## src/rtl/gen_cla_serial_adder_pkg.sv

```systemverilog
// Shared sizing constants and FSM encoding for the chunk-serial CLA adder.
package gen_cla_serial_adder_pkg;

    localparam int unsigned NBIT   = 16;
    localparam int unsigned CBIT   = 4;
    localparam int unsigned NCHUNK = NBIT / CBIT;
    localparam int unsigned CNTW   = $clog2(NCHUNK + 1);
    localparam int unsigned IDXW   = (NCHUNK > 1) ? $clog2(NCHUNK) : 1;

    typedef enum logic [1:0] {
        IDLE = 2'd0,
        RUN  = 2'd1,
        DONE = 2'd2
    } state_t;

endpackage

```

## src/rtl/gen_cla_serial_adder_cla_chunk.sv

```systemverilog
// Combinational W-bit decomposed carry-lookahead adder chunk.
module cla_chunk
    import gen_cla_serial_adder_pkg::*;
#(
    parameter int unsigned W = CBIT
) (
    input  logic [W-1:0] a,
    input  logic [W-1:0] b,
    input  logic         c_in,
    output logic [W-1:0] s,
    output logic         c_msb_in,
    output logic         c_out
);

    logic [W-1:0] g;
    logic [W-1:0] p;
    logic [W:0]   cy;
    logic         term;

    assign g = a & b;
    assign p = a ^ b;

    // Nonlinear part: every carry expanded as a flat sum of generate/propagate products.
    always_comb begin
        cy    = '0;
        term  = 1'b0;
        cy[0] = c_in;
        for (int i = 0; i < int'(W); i++) begin
            for (int j = 0; j <= i; j++) begin
                term = g[j];
                for (int k = j + 1; k <= i; k++) begin
                    term = term & p[k];
                end
                cy[i+1] = cy[i+1] | term;
            end
            term = c_in;
            for (int k = 0; k <= i; k++) begin
                term = term & p[k];
            end
            cy[i+1] = cy[i+1] | term;
        end
    end

    // Linear part: sum is propagate xor incoming carry.
    assign s        = p ^ cy[W-1:0];
    assign c_msb_in = cy[W-1];
    assign c_out    = cy[W];

endmodule

```

## src/rtl/gen_cla_serial_adder.sv

```systemverilog
// Multi-cycle adder/subtractor that runs one CLA chunk per cycle through a carry register.
module gen_cla_serial_adder
    import gen_cla_serial_adder_pkg::*;
(
    input  logic            clk,
    input  logic            rst,
    input  logic            in_valid,
    output logic            in_ready,
    input  logic [NBIT-1:0] a,
    input  logic [NBIT-1:0] b,
    input  logic            c_in,
    input  logic            sub,
    output logic            out_valid,
    input  logic            out_ready,
    output logic [NBIT-1:0] s,
    output logic            c_out,
    output logic            ovf
);

    if ((CBIT < 1) || ((NBIT % CBIT) != 0)) begin : g_bad_params
        $error("gen_cla_serial_adder: NBIT must be a nonzero multiple of CBIT");
    end

    typedef logic [NCHUNK-1:0][CBIT-1:0] word_t;

    state_t          state_q, state_n;
    logic [CNTW-1:0] cnt_q, cnt_n;
    word_t           a_q, a_n;
    word_t           b_q, b_n;
    word_t           s_q, s_n;
    logic            carry_q, carry_n;
    logic            c_out_q, c_out_n;
    logic            ovf_q, ovf_n;
    logic            in_ready_q, in_ready_n;
    logic            out_valid_q, out_valid_n;

    logic [IDXW-1:0] idx;
    logic [CBIT-1:0] chunk_s;
    logic            chunk_c_msb_in;
    logic            chunk_c_out;

    assign idx = IDXW'(cnt_q);

    cla_chunk #(.W(CBIT)) u_chunk (
        .a        (a_q[idx]),
        .b        (b_q[idx]),
        .c_in     (carry_q),
        .s        (chunk_s),
        .c_msb_in (chunk_c_msb_in),
        .c_out    (chunk_c_out)
    );

    always_ff @(posedge clk) begin
        if (rst) begin
            state_q     <= IDLE;
            cnt_q       <= '0;
            a_q         <= '0;
            b_q         <= '0;
            s_q         <= '0;
            carry_q     <= 1'b0;
            c_out_q     <= 1'b0;
            ovf_q       <= 1'b0;
            in_ready_q  <= 1'b1;
            out_valid_q <= 1'b0;
        end else begin
            state_q     <= state_n;
            cnt_q       <= cnt_n;
            a_q         <= a_n;
            b_q         <= b_n;
            s_q         <= s_n;
            carry_q     <= carry_n;
            c_out_q     <= c_out_n;
            ovf_q       <= ovf_n;
            in_ready_q  <= in_ready_n;
            out_valid_q <= out_valid_n;
        end
    end

    always_comb begin
        state_n     = state_q;
        cnt_n       = cnt_q;
        a_n         = a_q;
        b_n         = b_q;
        s_n         = s_q;
        carry_n     = carry_q;
        c_out_n     = c_out_q;
        ovf_n       = ovf_q;
        in_ready_n  = in_ready_q;
        out_valid_n = out_valid_q;
        unique case (state_q)
            IDLE: begin
                if (in_valid && in_ready_q) begin
                    // Subtraction is a + ~b + 1, so c_in is replaced by the forced one.
                    a_n        = a;
                    b_n        = b ^ {NBIT{sub}};
                    carry_n    = sub ? 1'b1 : c_in;
                    s_n        = '0;
                    cnt_n      = '0;
                    in_ready_n = 1'b0;
                    state_n    = RUN;
                end
            end
            RUN: begin
                s_n[idx] = chunk_s;
                carry_n  = chunk_c_out;
                if (cnt_q == CNTW'(NCHUNK - 1)) begin
                    c_out_n     = chunk_c_out;
                    ovf_n       = chunk_c_msb_in ^ chunk_c_out;
                    out_valid_n = 1'b1;
                    state_n     = DONE;
                end else begin
                    cnt_n = cnt_q + CNTW'(1);
                end
            end
            DONE: begin
                if (out_ready) begin
                    out_valid_n = 1'b0;
                    in_ready_n  = 1'b1;
                    state_n     = IDLE;
                end
            end
            default: begin
                state_n     = IDLE;
                in_ready_n  = 1'b1;
                out_valid_n = 1'b0;
            end
        endcase
    end

    assign in_ready  = in_ready_q;
    assign out_valid = out_valid_q;
    assign s         = s_q;
    assign c_out     = c_out_q;
    assign ovf       = ovf_q;

endmodule

```

## config.mk

```make
export PLATFORM = sky130hd
export DESIGN_NAME = gen_cla_serial_adder
export DESIGN_NICKNAME = d
export VERILOG_FILES = /design/src/rtl/gen_cla_serial_adder_pkg.sv /design/src/rtl/gen_cla_serial_adder_cla_chunk.sv /design/src/rtl/gen_cla_serial_adder.sv
export SDC_FILE = /design/constraint.sdc
export NUM_CORES = 1
export LEC_CHECK = 0
export BUFFER_PORTS_ARGS = -buffer_cell sky130_fd_sc_hd__buf_4
export CAP_MARGIN = 20
export CORE_ASPECT_RATIO = 2
export CORE_MARGIN = 5
export CORE_UTILIZATION = 49
export DETAILED_ROUTE_END_ITERATION = 12
export MAX_ROUTING_LAYER = met4
export PLACE_DENSITY = 0.83
export SLEW_MARGIN = 20
export SYNTH_ARGS = -nofsm -noshare
export SYNTH_HDL_FRONTEND = slang
export SYNTH_HIERARCHICAL = 1
export SYNTH_SLANG_ARGS = --single-unit
export TNS_END_PERCENT = 50
```

## constraint.sdc

```tcl
create_clock -name clk -period 2.6 [get_ports clk]
set_clock_uncertainty 0.15 [all_clocks]
set_input_delay 0.26 -clock clk [delete_from_list [all_inputs] [get_ports clk]]
set_output_delay 0.26 -clock clk [all_outputs]
set_load 0.005 [all_outputs]
```

# --- Word-level counts from Yosys, hierarchy flattened ---
# Cells that the tools add are included.
# Widths: inputs -> output; s select.
word_totals:
  regBits: 58
  word_cells: 92
  mem_count: 0
  latch_bits: 0
  out_inout_bits: 20
  mem_bits_rw: 0
  rom_bits: 0
op_classes:
  n_div: 0
  n_eq_ne: 7
  multipliers: 0
  n_lt_le_gt_ge: 2
  reduce_logical: 11
  n_addsub: 1
  bitwise_logic: 27
  n_mux: 25
  n_shift: 0
op_table:
  columns: ["operator", "count"]
  rows:
  - ["$pmux 16 s2", 1]
  - ["$bmux 4 s2", 2]
  - ["$bwmux 16", 1]
  - ["$mux 16", 1]
  - ["$xor 16x16->16", 1]
  - ["$mux 4", 3]
  - ["$reduce_and 3->1", 4]
  - ["$and 1x1->1", 10]
  - ["$or 1x1->1", 10]
  - ["$demux 4 s2", 1]
  - ["$ne 2x2->1 const B", 4]
  - ["$xor 4x4->4", 2]
  - ["$mux 1", 6]
  - ["$mux 2", 3]
  - ["$mux 3", 2]
  - ["$pmux 1 s3", 2]
  - ["$pmux 2 s3", 1]
  - ["$pmux 3 s2", 1]
  - ["$reduce_and 2->1", 3]
  - ["$and 4x4->4", 1]
  - ["$add 3x1->3 const B", 1]
  - ["$eq 3x2->1 const B", 1]
  - ["$lt 2x3->1 const B", 1]
  - ["$eq 2x1->1 const B", 1]
  - ["8 further kinds", 10]

# --- Longest topological paths before layout ---
depth:
  ltp_word: 11
  ltp_mapped: 10
  depth_no_buf: 9

# --- Cells and area by module ---
# The synthesis kept the hierarchy.
by_module_without_submodules:
  columns: ["module", "cells_each", "area_per_inst_um2", "n_inst"]
  rows:
  - ["gen_cla_serial_adder", 270, 2666.3, 1]
  - ["cla_chunk", 15, 162.7, 1]

# --- Worst setup path before layout ---
# OpenSTA, ideal clock, no wires.
synth_timing:
  path_kind: "reg-to-reg"
  start: "register cnt_q[0]"
  end: "register ovf_q (netlist: ovf)"
  path_buffers: 1
  arrival_time_ps: 2342
  setup_ps: 125
  setup_slack_ps: -17
  required_ps: 2325
  period_less_slack_ps: 2617
  path_stages_with_launch: 11
  path_cell_list: "dfxtp_1 -> buf_2 -> mux4_2 -> ha_1 -> ha_1 -> o211ai_2 -> nand2_2 -> a21o_1 -> xor2_1 -> nor2_1 -> nor3_1"
synth_between:
  elab_cells_between_ends: 26
  cone_classes: "1 x eq/ne; 4 x mux; 20 x bitwise; 1 x reduce/logical"
synth_rtl:
  columns: ["item", "line_no", "rtl"]
  rows:
  - ["start, declared", "gen_cla_serial_adder.sv:27", "logic [CNTW-1:0] cnt_q, cnt_n;"]
  - ["start signal, assigned", "gen_cla_serial_adder.sv:67", "cnt_q <= cnt_n;"]
  - ["$bmux 4 s2, on equally long branches", "gen_cla_serial_adder.sv:45, gen_cla_serial_adder.sv:46", null]
  - ["$mux 4, on equally long branches", "gen_cla_serial_adder.sv:45, gen_cla_serial_adder.sv:46", null]
  - ["$and 4x4->4 / $xor 4x4->4 (equally long branches)", "gen_cla_serial_adder_cla_chunk.sv:20, gen_cla_serial_adder_cla_chunk.sv:21", null]
  - ["$and 1x1->1 (2 in series)", "gen_cla_serial_adder_cla_chunk.sv:32", "term = term & p[k];"]
  - ["$or 1x1->1 (2 in series)", "gen_cla_serial_adder_cla_chunk.sv:34", "cy[i+1] = cy[i+1] | term;"]
  - ["$or 1x1->1 (*)", "gen_cla_serial_adder_cla_chunk.sv:40", "cy[i+1] = cy[i+1] | term;"]
  - ["net chunk_c_msb_in", "gen_cla_serial_adder.sv:39", "logic chunk_c_msb_in;"]
  - ["$xor 1x1->1 (*)", "gen_cla_serial_adder.sv:108", "ovf_n = chunk_c_msb_in ^ chunk_c_out;"]
  - ["end signal, assigned", "gen_cla_serial_adder.sv:73", "ovf_q <= ovf_n;"]
  - ["end, declared", "gen_cla_serial_adder.sv:33", "logic ovf_q, ovf_n;"]
# The timed path passes the listed nets; every way through them passes the cells marked *. The select of a mux whose other input is x is not followed.
# A chain may end at the register's enable or synchronous reset.

# --- Worst setup path in the final report ---
layout_timing:
  start: "register cnt_q[1]"
  end: "register ovf_q (netlist: ovf)"
# The elaborated chain is that of the path after synthesis.

==> impl_results.md <==
* Fin area at between 0.003 and 0.004 mm2
* # H-tree levels at 3
* Initial antenna violation count at 0
* Req. time, crit path at between 2 and 3 ns
* Die ar. at about 0.0075 mm2
* Peak supply drop at 0.000768 V
* FF/Latch Area at 0.00116 mm2
* Fillers at 470
* Most frequent cell after synthesis: dfxtp_1
* Vias in the first global route at 2186
* Maxcap violations at 0
* Arr. time, crit path at approximately 2.6 ns
* Num Clock Sinks at just under 60
* CTS tree: built
* Leak at 1.43 nW
* CP Cell Sequence: mux4_2 -> ha_1 -> ha_1 -> o211ai_2 -> nand2_2 -> a21o_1 -> xor2_1 -> nor2_1 -> nor3_1
* Post-synth EDFFs at 0
* Clock buffer depth at 2
* Critical path endpoint category: register
* Top Family by Delay on Critical Path: multiplexers
* Multi-input logic area at roughly 0.0015 mm2
* Via/cell ratio at around 5.4
* Design Power at between 2 and 3 mW
* Fmax at 398 MHz
* Yosys reg bits at just under 60
* Root Buffer: clkbuf_16
* Power per Cell Area at slightly above 700 mW/mm2
* Mapped Avg Cell Area at 9.93 um2
* Vias at between 2000 and 2500
* Synth area leader: dfxtp_1
* Post-DP Area at about 0.0033 mm2
* GRT overflow at 0
* Drc violations at 0
* Synth top area cells: dfxtp_1 41%, a211oi_2 6.6%, mux4_2 6.4%
* Max-slew headroom at 0.601
* Post-synth top area share at 0.410
* Fin. max-slew vios at 0
* Final HPWL DP at around 4.5 mm
* Slowest CP cell: mux4_2
* Period utilization at 0.966
* CP Buf/Inv Count at 0
* Drt first pass iters at 6
* Clock-pin slew on the worst setup and hold paths at ~0.05 ns
* Fraction of registers with async set or reset after synthesis at 0
* Final core utilization at 0.636
* Largest net degree at the start of global routing at 41
* Worst-Skew Late Latency at 0.32 ns
* Die H at about 120 um
* Final Hold Vio Count at 0
* Nets at a little under 400
* Hold Crit Class: input pin to register
* DR WL/cell at about 15 um
* Synth cell count leaders: 58 x dfxtp_1, 41 x nand2_1, 22 x nor2_1
* Total Routing Usage GR at 0.171
* Number of buffers added on ports at 57
* ANT nets after route at 0
* Min Tclk post-route at around 2.5 ns
* Die width at around 64 um
* Antenna cells at 0
* Setup CP Type: register to register
* Initial Utilization at 0.500
* Yosys warning count at 6
* Global placer's final weighted congestion at between 0.8 and 0.9
* Worst-Margin Slew at 0.596 ns
* Core ar. at roughly 0.0057 mm2
* Row Count at 39
* Synth-to-Final Area Change at 27.3%
* Seq/Total Area, Yosys at 0.410
* Most frequent CP cell: ha_1
* Mapped Cells at ~290
* I/O pin cnt at 58
* First-pass GRT wire length at ~10 mm
* Hold_buf cts at 0
* Share of post-route cells with drive strength above 1 at 0.346
* Post-synth cell types at 38
* Total clock buffers created by CTS at 9
* DRT iter0 DRCs at just over 90
* Mapped Area at roughly 0.0028 mm2
* Setup crit start kind: register
* Endpoints failing setup at 0
* Final wirelength at a little over 6 mm
* Most used DFF post-synth: dfxtp_1
* CP max FO at 3
* Status: complete, no violations
* Max stage delay on crit path at ~0.54 ns
* Post-synthesis net count at 334
==> what timing repair did <==
action / 4_1_cts / 5_1_grt
gates resized for setup: 0 / 2
buffers inserted: 0 / 1
setup endpoints to repair: 0 / 1
==> cell usage in the layout (no fill, tap or decap), drive strengths merged, types with 2 or more instances in the layout <==
cell type and count:
a211oi 16, a21oi 24, buf 64, bufinv 2, clkbuf 10, clkinv 4, dfxtp 58, ha 10
inv 20, mux4 8, nand2 42, nand2b 2, nand3 2, nand3b 6, nor2 22, nor3 3
o32ai 16, xnor2 17, xor2 3
==> where the power goes <==
part | leakage (nW) | switching (mW) | internal, mW | total (mW)
combinational | 0.796 | 0.206 | 0.185 | 0.391
sequential | 0.474 | 0.0355 | 0.945 | 0.981
clock | 0.162 | 0.389 | 0.856 | 1.24
total | 1.43 | 0.630 | 1.99 | 2.62
==> path summary, 6_finish.rpt <==
check	start	endpoint	slack (ns)	depth (start not counted)
setup / recovery	cnt_q[1]	ovf	0.09	9
hold reg to reg	a_q[10]	a_q[10]	0.30	2
setup reg to reg	cnt_q[1]	ovf	0.09	9
hold / removal	a[10]	a_q[10]	0.03	3
==> metrics by stage <==
step           worst slack (ns)  TNS, ns  hold slack (ns)  instances
2_1_floorplan           0.00698        0            0.246        285
5_1_grt                 -0.0194  -0.0194           0.0458        405
6_report                 0.0891        0           0.0344        405
4_1_cts                  0.0593        0           0.0281        404
3_5_place_dp             0.0901        0            0.299        388
3_3_place_gp              0.157        0            0.294        388
==> sequential cells by signal, summed over array words and instances, names as in the netlist <==
signal	cells
c_out	1
cnt_q	3
ovf	1
carry_q	1
a_q	16
out_valid	1
state_q	2
in_ready	1
b_q	16
s	16
==> area by class of cell <==
type,instances,area share
clock buffers,10,0.0664
clock inverters,6,0.0222
inverters,20,0.0208
multi-input cells,186,0.409
flip-flops and latches,58,0.322
well taps,61,0.0212
repair buffers,64,0.138
==> worst register-to-register path: stages (launching register included) <==
cell      delay (ns)
dfxtp_1         0.37
mux4_2          0.54
ha_1            0.31
ha_1            0.21
o211ai_2        0.15
nand2_2         0.11
a21o_1          0.23
xor2_1          0.18
nor2_1          0.09
nor3_1          0.05
==> per-layer routing <==
layer  wire length, um  global-route usage
met1              2160               0.164
met4               176              0.0845
met2              3420               0.307
met3               326              0.0439
met5                 0                   -
==> cell families (layout without fill, tap and decap cells) <==
kind of cell | after synthesis | after routing | share of synthesized area
buffers and inverters | 41 | 100 | 0.0734
and+or+nand+nor | 83 | 83 | 0.136
adders and majority gates | 11 | 11 | 0.0513
muxes | 9 | 9 | 0.0672
xor gates and xnor gates | 20 | 20 | 0.0646
DFF | 58 | 58 | 0.410
AOI/OAI and AO/OA | 63 | 63 | 0.197
No activity file was read; power rests on OpenSTA's default activity.
